$ cat config.mk
export PLATFORM = sky130hd
export DESIGN_NAME = gpio_pulse_driver
export DESIGN_NICKNAME = d
export VERILOG_FILES = /design/src/rtl/gpio_pulse_driver.sv
export SDC_FILE = /design/constraint.sdc
export NUM_CORES = 1
export LEC_CHECK = 0
export ABC_AREA = 1
export CAP_MARGIN = 15
export CORE_AREA = 4 4 52 54
export CTS_CLUSTER_SIZE = 12
export DETAILED_ROUTE_END_ITERATION = 8
export DIE_AREA = 0 0 56 58
export PLACE_DENSITY = 0.77
export SYNTH_ARGS = -nofsm -noshare
export SYNTH_HDL_FRONTEND = slang
export SYNTH_SLANG_ARGS = --single-unit
$ cat constraint.sdc
create_clock -name src_clk -period 2.5 [get_ports src_clk]
set_input_delay 0.5 -clock src_clk [delete_from_list [all_inputs] [get_ports src_clk]]
set_output_delay 0.5 -clock src_clk [all_outputs]
set_load 0.02 [all_outputs]
$ cat src/rtl/gpio_pulse_driver.sv
// gpio_pulse_driver
// Counts rising edges on trig, queues them, and replays each queued event on
// pin_out as one pulse. The pulse has a fixed active width and a fixed
// inactive gap, both measured in ticks of an internal divider.
// Every output comes straight from a flop. pin_out and busy are registered
// from the next-state value, so they change on the same edge as the state.
module gpio_pulse_driver #(
  parameter int SRC_CLK     = 50_000_000,
  parameter int TICK_HZ     = 115200,
  parameter int ON_TICKS    = 8,
  parameter int OFF_TICKS   = 8,
  parameter int PEND_W      = 4,
  parameter int ACTIVE_HIGH = 1
) (
  input  logic              src_clk,
  input  logic              rst_n,
  input  logic              en,
  input  logic              trig,
  output logic              pin_out,
  output logic              busy,
  output logic [PEND_W-1:0] pending,
  output logic              overflow
);

  localparam int TICK_DIV = ((SRC_CLK / TICK_HZ) > 1) ? (SRC_CLK / TICK_HZ) : 1;
  localparam int TICK_W   = (TICK_DIV > 1) ? $clog2(TICK_DIV) : 1;
  localparam int PH_MAX   = (ON_TICKS > OFF_TICKS) ? ON_TICKS : OFF_TICKS;
  localparam int PH_W     = (PH_MAX > 1) ? $clog2(PH_MAX) : 1;

  localparam logic [TICK_W-1:0] TICK_LAST = TICK_W'(TICK_DIV - 1);
  localparam logic [TICK_W-1:0] TICK_ZERO = TICK_W'(0);
  localparam logic [TICK_W-1:0] TICK_ONE  = TICK_W'(1);
  localparam logic [PH_W-1:0]   ON_LAST   = PH_W'(ON_TICKS - 1);
  localparam logic [PH_W-1:0]   OFF_LAST  = PH_W'(OFF_TICKS - 1);
  localparam logic [PH_W-1:0]   PH_ZERO   = PH_W'(0);
  localparam logic [PH_W-1:0]   PH_ONE    = PH_W'(1);
  localparam logic [PEND_W-1:0] PEND_MAX  = {PEND_W{1'b1}};
  localparam logic [PEND_W-1:0] PEND_ZERO = {PEND_W{1'b0}};
  localparam logic [PEND_W-1:0] PEND_ONE  = PEND_W'(1);
  localparam logic              PIN_ACT   = (ACTIVE_HIGH != 0) ? 1'b1 : 1'b0;

  typedef enum logic [1:0] {
    IDLE = 2'd0,
    ON   = 2'd1,
    OFF  = 2'd2
  } state_t;

  state_t              state_r;
  state_t              state_s;
  logic                trig_d_r;
  logic [TICK_W-1:0]   tick_cnt_r;
  logic [PH_W-1:0]     phase_r;
  logic [PEND_W-1:0]   pending_r;
  logic                overflow_r;
  logic                pin_r;
  logic                busy_r;

  logic                ev_s;
  logic                tick_s;
  logic                can_start_s;
  logic                start_s;
  logic                pin_s;
  logic                busy_s;
  logic                ovf_s;

  assign ev_s        = trig & ~trig_d_r;
  assign tick_s      = (state_r != IDLE) && (tick_cnt_r == TICK_LAST);
  assign can_start_s = (pending_r != PEND_ZERO) && en;

  // State register
  always_ff @(posedge src_clk or negedge rst_n) begin
    if (!rst_n) begin
      state_r <= IDLE;
    end else begin
      state_r <= state_s;
    end
  end

  // Next-state logic: phases end only on a tick; en gates only new starts
  always_comb begin
    state_s = state_r;
    case (state_r)
      IDLE: begin
        if (can_start_s) begin
          state_s = ON;
        end else begin
          state_s = IDLE;
        end
      end
      ON: begin
        if (tick_s && (phase_r == ON_LAST)) begin
          state_s = OFF;
        end else begin
          state_s = ON;
        end
      end
      OFF: begin
        if (tick_s && (phase_r == OFF_LAST)) begin
          if (can_start_s) begin
            state_s = ON;
          end else begin
            state_s = IDLE;
          end
        end else begin
          state_s = OFF;
        end
      end
      default: begin
        state_s = IDLE;
      end
    endcase
  end

  // Output decode: a pulse starts whenever the machine enters ON
  always_comb begin
    start_s = (state_s == ON) && (state_r != ON);
    pin_s   = (state_s == ON) ? PIN_ACT : ~PIN_ACT;
    busy_s  = (state_s != IDLE);
    ovf_s   = ev_s && !start_s && (pending_r == PEND_MAX);
  end

  // Trigger delay register used for rising-edge detection
  always_ff @(posedge src_clk or negedge rst_n) begin
    if (!rst_n) begin
      trig_d_r <= 1'b0;
    end else begin
      trig_d_r <= trig;
    end
  end

  // Tick divider: runs while busy, restarts on every pulse start
  always_ff @(posedge src_clk or negedge rst_n) begin
    if (!rst_n) begin
      tick_cnt_r <= TICK_ZERO;
    end else if (start_s) begin
      tick_cnt_r <= TICK_ZERO;
    end else if (state_r != IDLE) begin
      tick_cnt_r <= tick_s ? TICK_ZERO : (tick_cnt_r + TICK_ONE);
    end else begin
      tick_cnt_r <= tick_cnt_r;
    end
  end

  // Phase counter: counts ticks within a phase, cleared on any state change
  always_ff @(posedge src_clk or negedge rst_n) begin
    if (!rst_n) begin
      phase_r <= PH_ZERO;
    end else if (state_s != state_r) begin
      phase_r <= PH_ZERO;
    end else if (tick_s) begin
      phase_r <= phase_r + PH_ONE;
    end else begin
      phase_r <= phase_r;
    end
  end

  // Pending queue: +1 per edge, -1 per start, saturating without wrap
  always_ff @(posedge src_clk or negedge rst_n) begin
    if (!rst_n) begin
      pending_r <= PEND_ZERO;
    end else if (ev_s && !start_s) begin
      if (pending_r != PEND_MAX) begin
        pending_r <= pending_r + PEND_ONE;
      end else begin
        pending_r <= pending_r;
      end
    end else if (start_s && !ev_s) begin
      pending_r <= pending_r - PEND_ONE;
    end else begin
      pending_r <= pending_r;
    end
  end

  // Registered outputs: the pin goes inactive asynchronously on reset
  always_ff @(posedge src_clk or negedge rst_n) begin
    if (!rst_n) begin
      pin_r      <= ~PIN_ACT;
      busy_r     <= 1'b0;
      overflow_r <= 1'b0;
    end else begin
      pin_r      <= pin_s;
      busy_r     <= busy_s;
      overflow_r <= ovf_s;
    end
  end

  assign pin_out  = pin_r;
  assign busy     = busy_r;
  assign pending  = pending_r;
  assign overflow = overflow_r;

endmodule

## Word-level counts from Yosys, hierarchy flattened

Cells that the tools add are included.

- Bits in registers: 22
- Input port bits: 4
- Logic and storage cells: 54

- $add $sub $neg: 4
- Equal/unequal tests: 10
- Multiplexer cells: 13
- Bitwise gates (word level): 2
- Reductions and logical operators: 17

Operators by type and width:

| cell | number |
|---|---|
| 9-bit 2-to-1 mux | 3 |
| 4-bit 2-to-1 mux | 3 |
| 2-bit nonzero test | 5 |
| 9-bit by 1-bit adder with 9-bit output, second input constant | 1 |
| 9-bit == test, second input constant | 1 |
| 1-bit logical AND | 7 |
| 3-bit 2-to-1 mux | 2 |
| 2-bit case mux with 3 select lines | 1 |
| 4-bit by 1-bit adder with 4-bit output, second input constant | 1 |
| 2-bit by 1-bit == test with 1-bit output, second input constant | 2 |
| 4-bit == test, second input constant | 1 |
| 2-bit 2-to-1 mux | 2 |
| 2-bit by 1-bit inequality test with 1-bit output, second input constant | 2 |
| 4-bit inequality test, second input constant | 1 |
| 4-bit nonzero test | 1 |
| 4-bit by 1-bit subtractor with 4-bit output, second input constant | 1 |
| 3-bit by 1-bit adder with 3-bit output, second input constant | 1 |
| 3-bit == test, second input constant | 1 |
| 2-bit == test, second input constant | 1 |
| 1-bit logical NOT | 2 |
| 2-bit logical NOT | 1 |
| 1-bit 2-to-1 mux | 2 |
| 2-bit inequality test | 1 |
| 2-bit AND reduction | 1 |
| other kinds (2) | 2 |

## Logic depth before layout (Yosys ltp)

Gate-level depths: netlist of the first run.

- Depth in word-level cells: 11
- Depth in mapped cells: 17
- Depth with buffers taken out: 17

## Least setup slack after synthesis of the first run

No wires, ideal clock.

- Path kind: register to register
- Start point: register tick_cnt_r[1]
- End point: register pending_r[3] (netlist: pending[3])
- Setup time: 0.113 ns
- Arrival time: 2.082 ns
- Required time: 2.387 ns
- Slack: 0.305 ns
- Cell stages (with the launch flop): 18
- Buffers on the path: 0
- Period minus slack after synthesis: 2.195 ns
- Cell sequence: dfrtp_1 inv_1 ha_1 nand2_1 nor2_2 nand4_2 nand2_2 nand2_4 nand2_1 ha_1 nand2_1 nand2_1 a31oi_1 inv_1 nand4_1 nand3_1 nand2_1 inv_1

- Cells in the longest elaborated chain, start to end: 11

Ends and longest elaborated chain:

| item | RTL line | text |
|---|---|---|
| start: declaration | 51 | `logic [TICK_W-1:0] tick_cnt_r;` |
| start signal: assignment | 138 | `tick_cnt_r <= tick_s ? TICK_ZERO : (tick_cnt_r + TICK_ONE);` |
| start signal: assignment | 140 | `tick_cnt_r <= tick_cnt_r;` |
| 9-bit == test * | 67 | `assign tick_s = (state_r != IDLE) && (tick_cnt_r == TICK_LAST);` |
| 1-bit logical AND * | 67 |  |
| 1-bit logical AND * | 91, 98 |  |
| 2-bit 2-to-1 mux, on equally long branches | 98, 91 |  |
| 2-bit case mux with 3 select lines * | 82 | `case (state_r)` |
| 2-bit by 1-bit == test with 1-bit output * | 116 | `start_s = (state_s == ON) && (state_r != ON);` |
| 1-bit logical AND * | 116 |  |
| 1-bit logical NOT | 161 | `end else if (ev_s && !start_s) begin` |
| 1-bit logical AND | 161 |  |
| 2-bit by 1-bit inequality test with 1-bit output (no source line) or 2-bit nonzero test (tied branches) | -- |  |
| 2-bit AND reduction (no source line) | -- |  |
| end signal: assignment | 163 | `pending_r <= pending_r + PEND_ONE;` |
| end signal: assignment | 165 | `pending_r <= pending_r;` |
| end signal: assignment | 168 | `pending_r <= pending_r - PEND_ONE;` |
| end: declaration | 53 | `logic [PEND_W-1:0] pending_r;` |

Every way passes the cells marked *; elsewhere a longest branch is shown, timed or not.
A chain may end at the register's enable or synchronous reset.

## Worst setup path in the final report of the first run

Ends and elaborated chain as after synthesis.

==> flow_metrics.tcl, run 1 <==
set metrics [dict create \
    grt_pass1_vias 993 \
    grt_pass1_wl_mm 3.99 \
    cts_tree "yes" \
    critical_path.slowest_cell "dfrtp_1" \
    syn_to_final_growth_pct 20.9 \
    yosys-top-cells-count "nand2_1 (25), dfrtp_1 (22), inv_1 (20)" \
    portBuffers 10 \
    maxClockFrequency_mhz 441 \
    grt_max_degree 23 \
    peakVddDrop_v 0.000724 \
    yosys.area.top_type "dfrtp_1" \
    place_hpwl_mm 1.80 \
    firstDrtPassIters 4 \
    syn-cell-area_um2 1200 \
    start_util 0.542 \
    finalClockSkew_ps 8.82 \
    arrival_ps 2530 \
    design_power_total_uw 1050 \
    globalRouteOverflowTotal 0 \
    multiInputGateArea_um2 596 \
    crit_path_end_kind "register" \
    wl_per_cell_um 12.8 \
    synth_top_area_share 0.459 \
    htreeDepth 1 \
    setup_slack_ps 231 \
    setup_viol 0 \
    yosys-top-cells-area "dfrtp_1 (46%), nand2_1 (7.8%), ha_1 (6.3%)" \
    regArea_um2 551 \
    track_usage 0.157 \
    clkTransAtPathRegs_ps 130 \
    cap_violations 0 \
    netlist_instances 136 \
    vias_per_cell 5.22 \
    cp_cell_sequence "inv_1, ha_1, nand2_1, nor2_4, nand4_4, nand2_4, nand2_4, nand2_1, ha_1, nand2_1, nand2_1, a31oi_2, buf_4, nand4_1, nand3_1, nand2_1, inv_1" \
    hold_class "in -> async" \
    cts_sinks 22 \
    rsz0062_at_grt "no" \
    synth_flop_cell "dfrtp_1" \
    crit_family "simple AND/OR/NAND/NOR gates" \
    synth-seq-area-share 0.459 \
    drive_gt1_frac 0.155 \
    postSynthAreaPerCell_um2 8.82 \
    yosys_register_bits 22 \
    maxSlewViolCount 0 \
    antenna_found_initial 0 \
    fillCellCount 191 \
    cts_root_buf "clkbuf_4" \
    crit_path_frequent_cell "nand2_1" \
    cellLeakagePower_uw 0.000749 \
    drtAntennaViolNets 0 \
    synth.most_common_cell "nand2_1" \
    cts_buffers 3 \
    synth-async-reset-ratio 1.00 \
    critPathBufInv 3 \
    antenna_cells 0 \
    startpoint_type "register" \
    pwr_density_cell_nw_per_um2 723 \
    num_rows 17 \
    critPathKind "reg -> reg" \
    cp_slowest_stage_delay_ps 400 \
    die_y_um 58 \
    ys_types 27 \
    die_w_um 56 \
    min_period_over_period 0.907 \
    worst_slew_pin_slew_ps 336 \
    drc 0 \
    hold_viol_final 0 \
    clock_latency_ps 310 \
    relSlewSlack 0.774 \
    cts_buffer_depth 2 \
    period_needed_ps 2270 \
    place.gp.congestion 0.816 \
    status "finished clean" \
    syn_nets 147 \
    ctsHoldBuffers 0 \
    dieArea_um2 3250 \
    finalNetCount 167 \
    cp_max_fo 4 \
    crit_required_ps 2760 \
    drt_iter0_markers 13 \
    yosysWarnings 0 \
    synth_edf_count 0 \
    ios 11 \
    wl_mm 2.34 \
    dp_slack_ps -12.0 \
    core_um2 2210 \
    vias 956 \
]
[layout make-up]
class,count,area share
flip-flops and latches,22,0.380
clock inverters,1,0.0207
repair buffers,15,0.0949
multi-input cells,93,0.411
inverters,21,0.0544
clock buffers,3,0.0155
well taps,28,0.0242
[final timing paths]
kind                               start             to  slack (ps)  cells past startpoint
min                                rst_n  tick_cnt_r[3]         510                      2
max reg2reg                tick_cnt_r[1]     pending[3]         230                     17
min in group src_clk       tick_cnt_r[8]  tick_cnt_r[8]         580                      2
min reg2reg                tick_cnt_r[8]  tick_cnt_r[8]         580                      2
max in group asynchronous          rst_n  tick_cnt_r[2]        1770                      2
max                        tick_cnt_r[1]     pending[3]         230                     17
[cells by family (layout without fill, tap and decap cells)]
kind of cell               Yosys count  after routing  share of synthesized area
adders and majority gates            7              7                     0.0792
and+or+nand+nor                     66             66                      0.272
DFF                                 22             22                      0.459
buffers and inverters               21             40                     0.0657
muxes                                2              2                     0.0188
xor gates and xnor gates             8              8                     0.0584
AOI/OAI and AO/OA                   10             10                     0.0469
[placed cells by master, fill, tap and decap left out, drive strengths merged, types with 2 or more instances in the layout]
cell type / netlist / routed
a21oi: 5 / 5
buf: 0 / 5
clkbuf: 0 / 3
clkdlybuf4s50: 0 / 10
dfrtp: 22 / 22
ha: 6 / 6
inv: 21 / 21
mux2: 2 / 2
nand2: 30 / 30
nand3: 11 / 11
nand4: 4 / 4
nor2: 14 / 14
nor3: 4 / 4
o22ai: 2 / 2
xor2: 7 / 7
[per-layer routing]
| layer | global-route usage | vias up | share of wire |
|---|---|---|---|
| li1 | - | 476 | - |
| met1 | 0.178 | 453 | 0.44 |
| met2 | 0.274 | 17 | 0.49 |
| met3 | 0.0267 | 10 | 0.027 |
| met4 | 0.102 | 0 | 0.040 |
| met5 | 0 | - | 0 |
[what timing repair did]
| item | 4_1_cts | 5_1_grt |
|---|---|---|
| setup endpoints to repair | 0 | 1 |
| buffers inserted | 0 | 1 |
| resized for setup | 0 | 4 |
[power by group]
part	internal, µW	switching [µW]
Sequential	389	54.7
Combinational	157	173
Clock	162	111
[sequential cells by signal (all words and copies together) (netlist names)]
register and flops:
overflow 1, state_r 2, tick_cnt_r 9, pin_out 1, pending 4, phase_r 3
busy 1, trig_d_r 1
[per-stage QoR]
stage,util,hold WS [ps],instances,area (µm²),setup TNS [ps]
3_5_place_dp,0.617,550,178,1370,-12.0
4_1_cts,0.641,514,182,1420,0
5_1_grt,0.656,539,183,1450,0
6_report,0.656,510,183,1450,0
3_3_place_gp,0.617,546,178,1370,0
2_1_floorplan,-,204,136,1200,0
Power figures use the tool's default switching activity.
==> run 2, diff against run 1 <==
--- a/config.mk
+++ b/config.mk
@@ -6,12 +6,13 @@
 export NUM_CORES = 1
 export LEC_CHECK = 0
 export ABC_AREA = 1
-export CAP_MARGIN = 15
+export CAP_MARGIN = 30
 export CORE_AREA = 4 4 52 54
 export CTS_CLUSTER_SIZE = 12
 export DETAILED_ROUTE_END_ITERATION = 8
 export DIE_AREA = 0 0 56 58
-export PLACE_DENSITY = 0.77
+export PLACE_DENSITY_LB_ADDON = 0.3
+export SKIP_CTS_REPAIR_TIMING = 1
 export SYNTH_ARGS = -nofsm -noshare
 export SYNTH_HDL_FRONTEND = slang
 export SYNTH_SLANG_ARGS = --single-unit
==> run 2 against run 1 <==
Sequential cell count did not move. Utilization decreased by 1.2 points. Die area stayed put. Power fell by 2.0%. Critical path depth unchanged. Via count is 4.0% lower. Maximum frequency is 3.2% lower. Global-route usage fell by 0.84 points. Clock power hardly changed. Clock-buffer cell count is the same.
==> flow_metrics.tcl, run 2 (synthesis results as in run 1) <==
set metrics [dict create \
    maxSlewViolCount 0 \
    crit_required_ps 2720 \
    mostFrequentLayoutCell "nand2_1" \
    largest_reg_flops 9 \
    cts_buffers 3 \
    finalClockSkew_ps 3.10 \
    min_period_over_period 0.938 \
    ios 11 \
    largest_register "tick_cnt_r" \
    crit_path_end_kind "register" \
    wl_mm 2.18 \
    hold_class "in -> async" \
    pwr-share-comb 0.303 \
    start_util 0.542 \
    track_usage 0.149 \
    grt_pass1_vias 914 \
    die_y_um 58 \
    vias_per_cell 5.07 \
    setup_slack_ps 156 \
    vias 918 \
    period_needed_ps 2340 \
    hold_viol_final 0 \
    final_area_um2 1420 \
    core_um2 2210 \
    design_power_total_uw 1030 \
    drtAntennaViolNets 0 \
    relSlewSlack 0.764 \
    firstDrtPassIters 5 \
    num_rows 17 \
    portBuffers 10 \
    clockPowerShare 0.264 \
    htreeDepth 1 \
    switching_share 0.324 \
    place.gp.congestion 0.927 \
    cts_root_buf "clkbuf_4" \
    drive_gt1_frac 0.150 \
    cellLeakagePower_uw 0.000724 \
    arrival_ps 2560 \
    cts_sinks 22 \
    grt_pass1_wl_mm 3.82 \
    cts_tree "yes" \
    cp_max_fo 4 \
    peakVddDrop_v 0.000684 \
    syn_to_final_growth_pct 18.7 \
    worst_slew_pin_slew_ps 352 \
    clock_latency_ps 310 \
    critPathKind "reg -> reg" \
    antenna_found_initial 0 \
    dp_slack_ps -48.0 \
    startpoint_type "register" \
    layout_common_cells "nand2_1 (24), dfrtp_1 (22), inv_1 (20), nor2_1 (11)" \
    wl_per_cell_um 12.0 \
    finalNetCount 165 \
    fin_setup_tns_ps 0 \
    cts_buffer_depth 2 \
    antenna_cells 0 \
    place_hpwl_mm 1.69 \
    status "finished clean" \
    drc 0 \
    setup.worst_path.end "pending[3]" \
    p_seq_frac 0.433 \
    globalRouteOverflowTotal 0 \
    p_sw_uw 333 \
    placed_area_um2 1360 \
    die_w_um 56 \
    setup_viol 0 \
    maxClockFrequency_mhz 427 \
    pwr_density_cell_nw_per_um2 722 \
    cap_violations 0 \
    grt_max_degree 23 \
    crit_start "tick_cnt_r[1]" \
    ff2ff_path_depth 17 \
    timing.rr.start "tick_cnt_r[1]" \
    timing.rr.end "pending[3]" \
    dieArea_um2 3250 \
    drt_iter0_markers 14 \
    clkTransAtPathRegs_ps 120 \
    timing.reg2reg.setup_slack_ps 160 \
    internal-power_uw 695 \
]
## run 2: critical path: stages, from the launching register on
cell     delay, ps
dfrtp_1        410
inv_1          100
ha_1           150
nand2_1         60
nor2_2         130
nand4_2        170
nand2_4        130
nand2_4         50
nand2_2        100
ha_1           290
nand2_1        100
nand2_1         60
a31oi_2        190
inv_1           80
nand4_1         90
nand3_1         70
nand2_1         70
inv_1           30
## run 2: how the worst min path moves through the flow
stage | endpoint | startpoint
2_1_floorplan | busy | rst_n
4_1_cts | tick_cnt_r[5] | rst_n
6_report | overflow | rst_n
5_1_grt | tick_cnt_r[5] | rst_n
3_5_place_dp | tick_cnt_r[8] | tick_cnt_r[8]
3_3_place_gp | tick_cnt_r[8] | tick_cnt_r[8]
## run 2: routing by layer
metal	wire, µm	GRT usage	up-vias
li1	-	-	472
met1	1090	0.194	423
met2	977	0.239	17
met3	65	0.0245	6
met4	46	0.0780	0
met5	0	0	-
## run 2: cell type report
cell class                      count  area [µm²]
Fill cell                         195         788
Inverter                           21        78.8
Tap cell                           28        35.0
Sequential cell                    22         551
Clock buffer                        3        22.5
Multi-Input combinational cell     93         584
Timing Repair Buffer               13         123
Clock inverter                      1        30.0
## run 2: stage by stage
| stage | cells | hold WS [ps] | utilization |
|---|---|---|---|
| floorplan | 136 | 204 | - |
| global placement | 177 | 537 | 0.614 |
| detailed placement | 177 | 534 | 0.614 |
| CTS | 181 | 534 | 0.637 |
| global route | 181 | 534 | 0.644 |
| finish | 181 | 528 | 0.644 |
## run 2: power groups by stage
stage / registers (µW) / clock network, µW / logic [µW]
floorplan: 479 / 0 / 145
global placement: 448 / 0 / 290
detailed placement: 447 / 0 / 306
CTS: 443 / 277 / 304
global route: 453 / 294 / 348
finish: 444 / 271 / 312
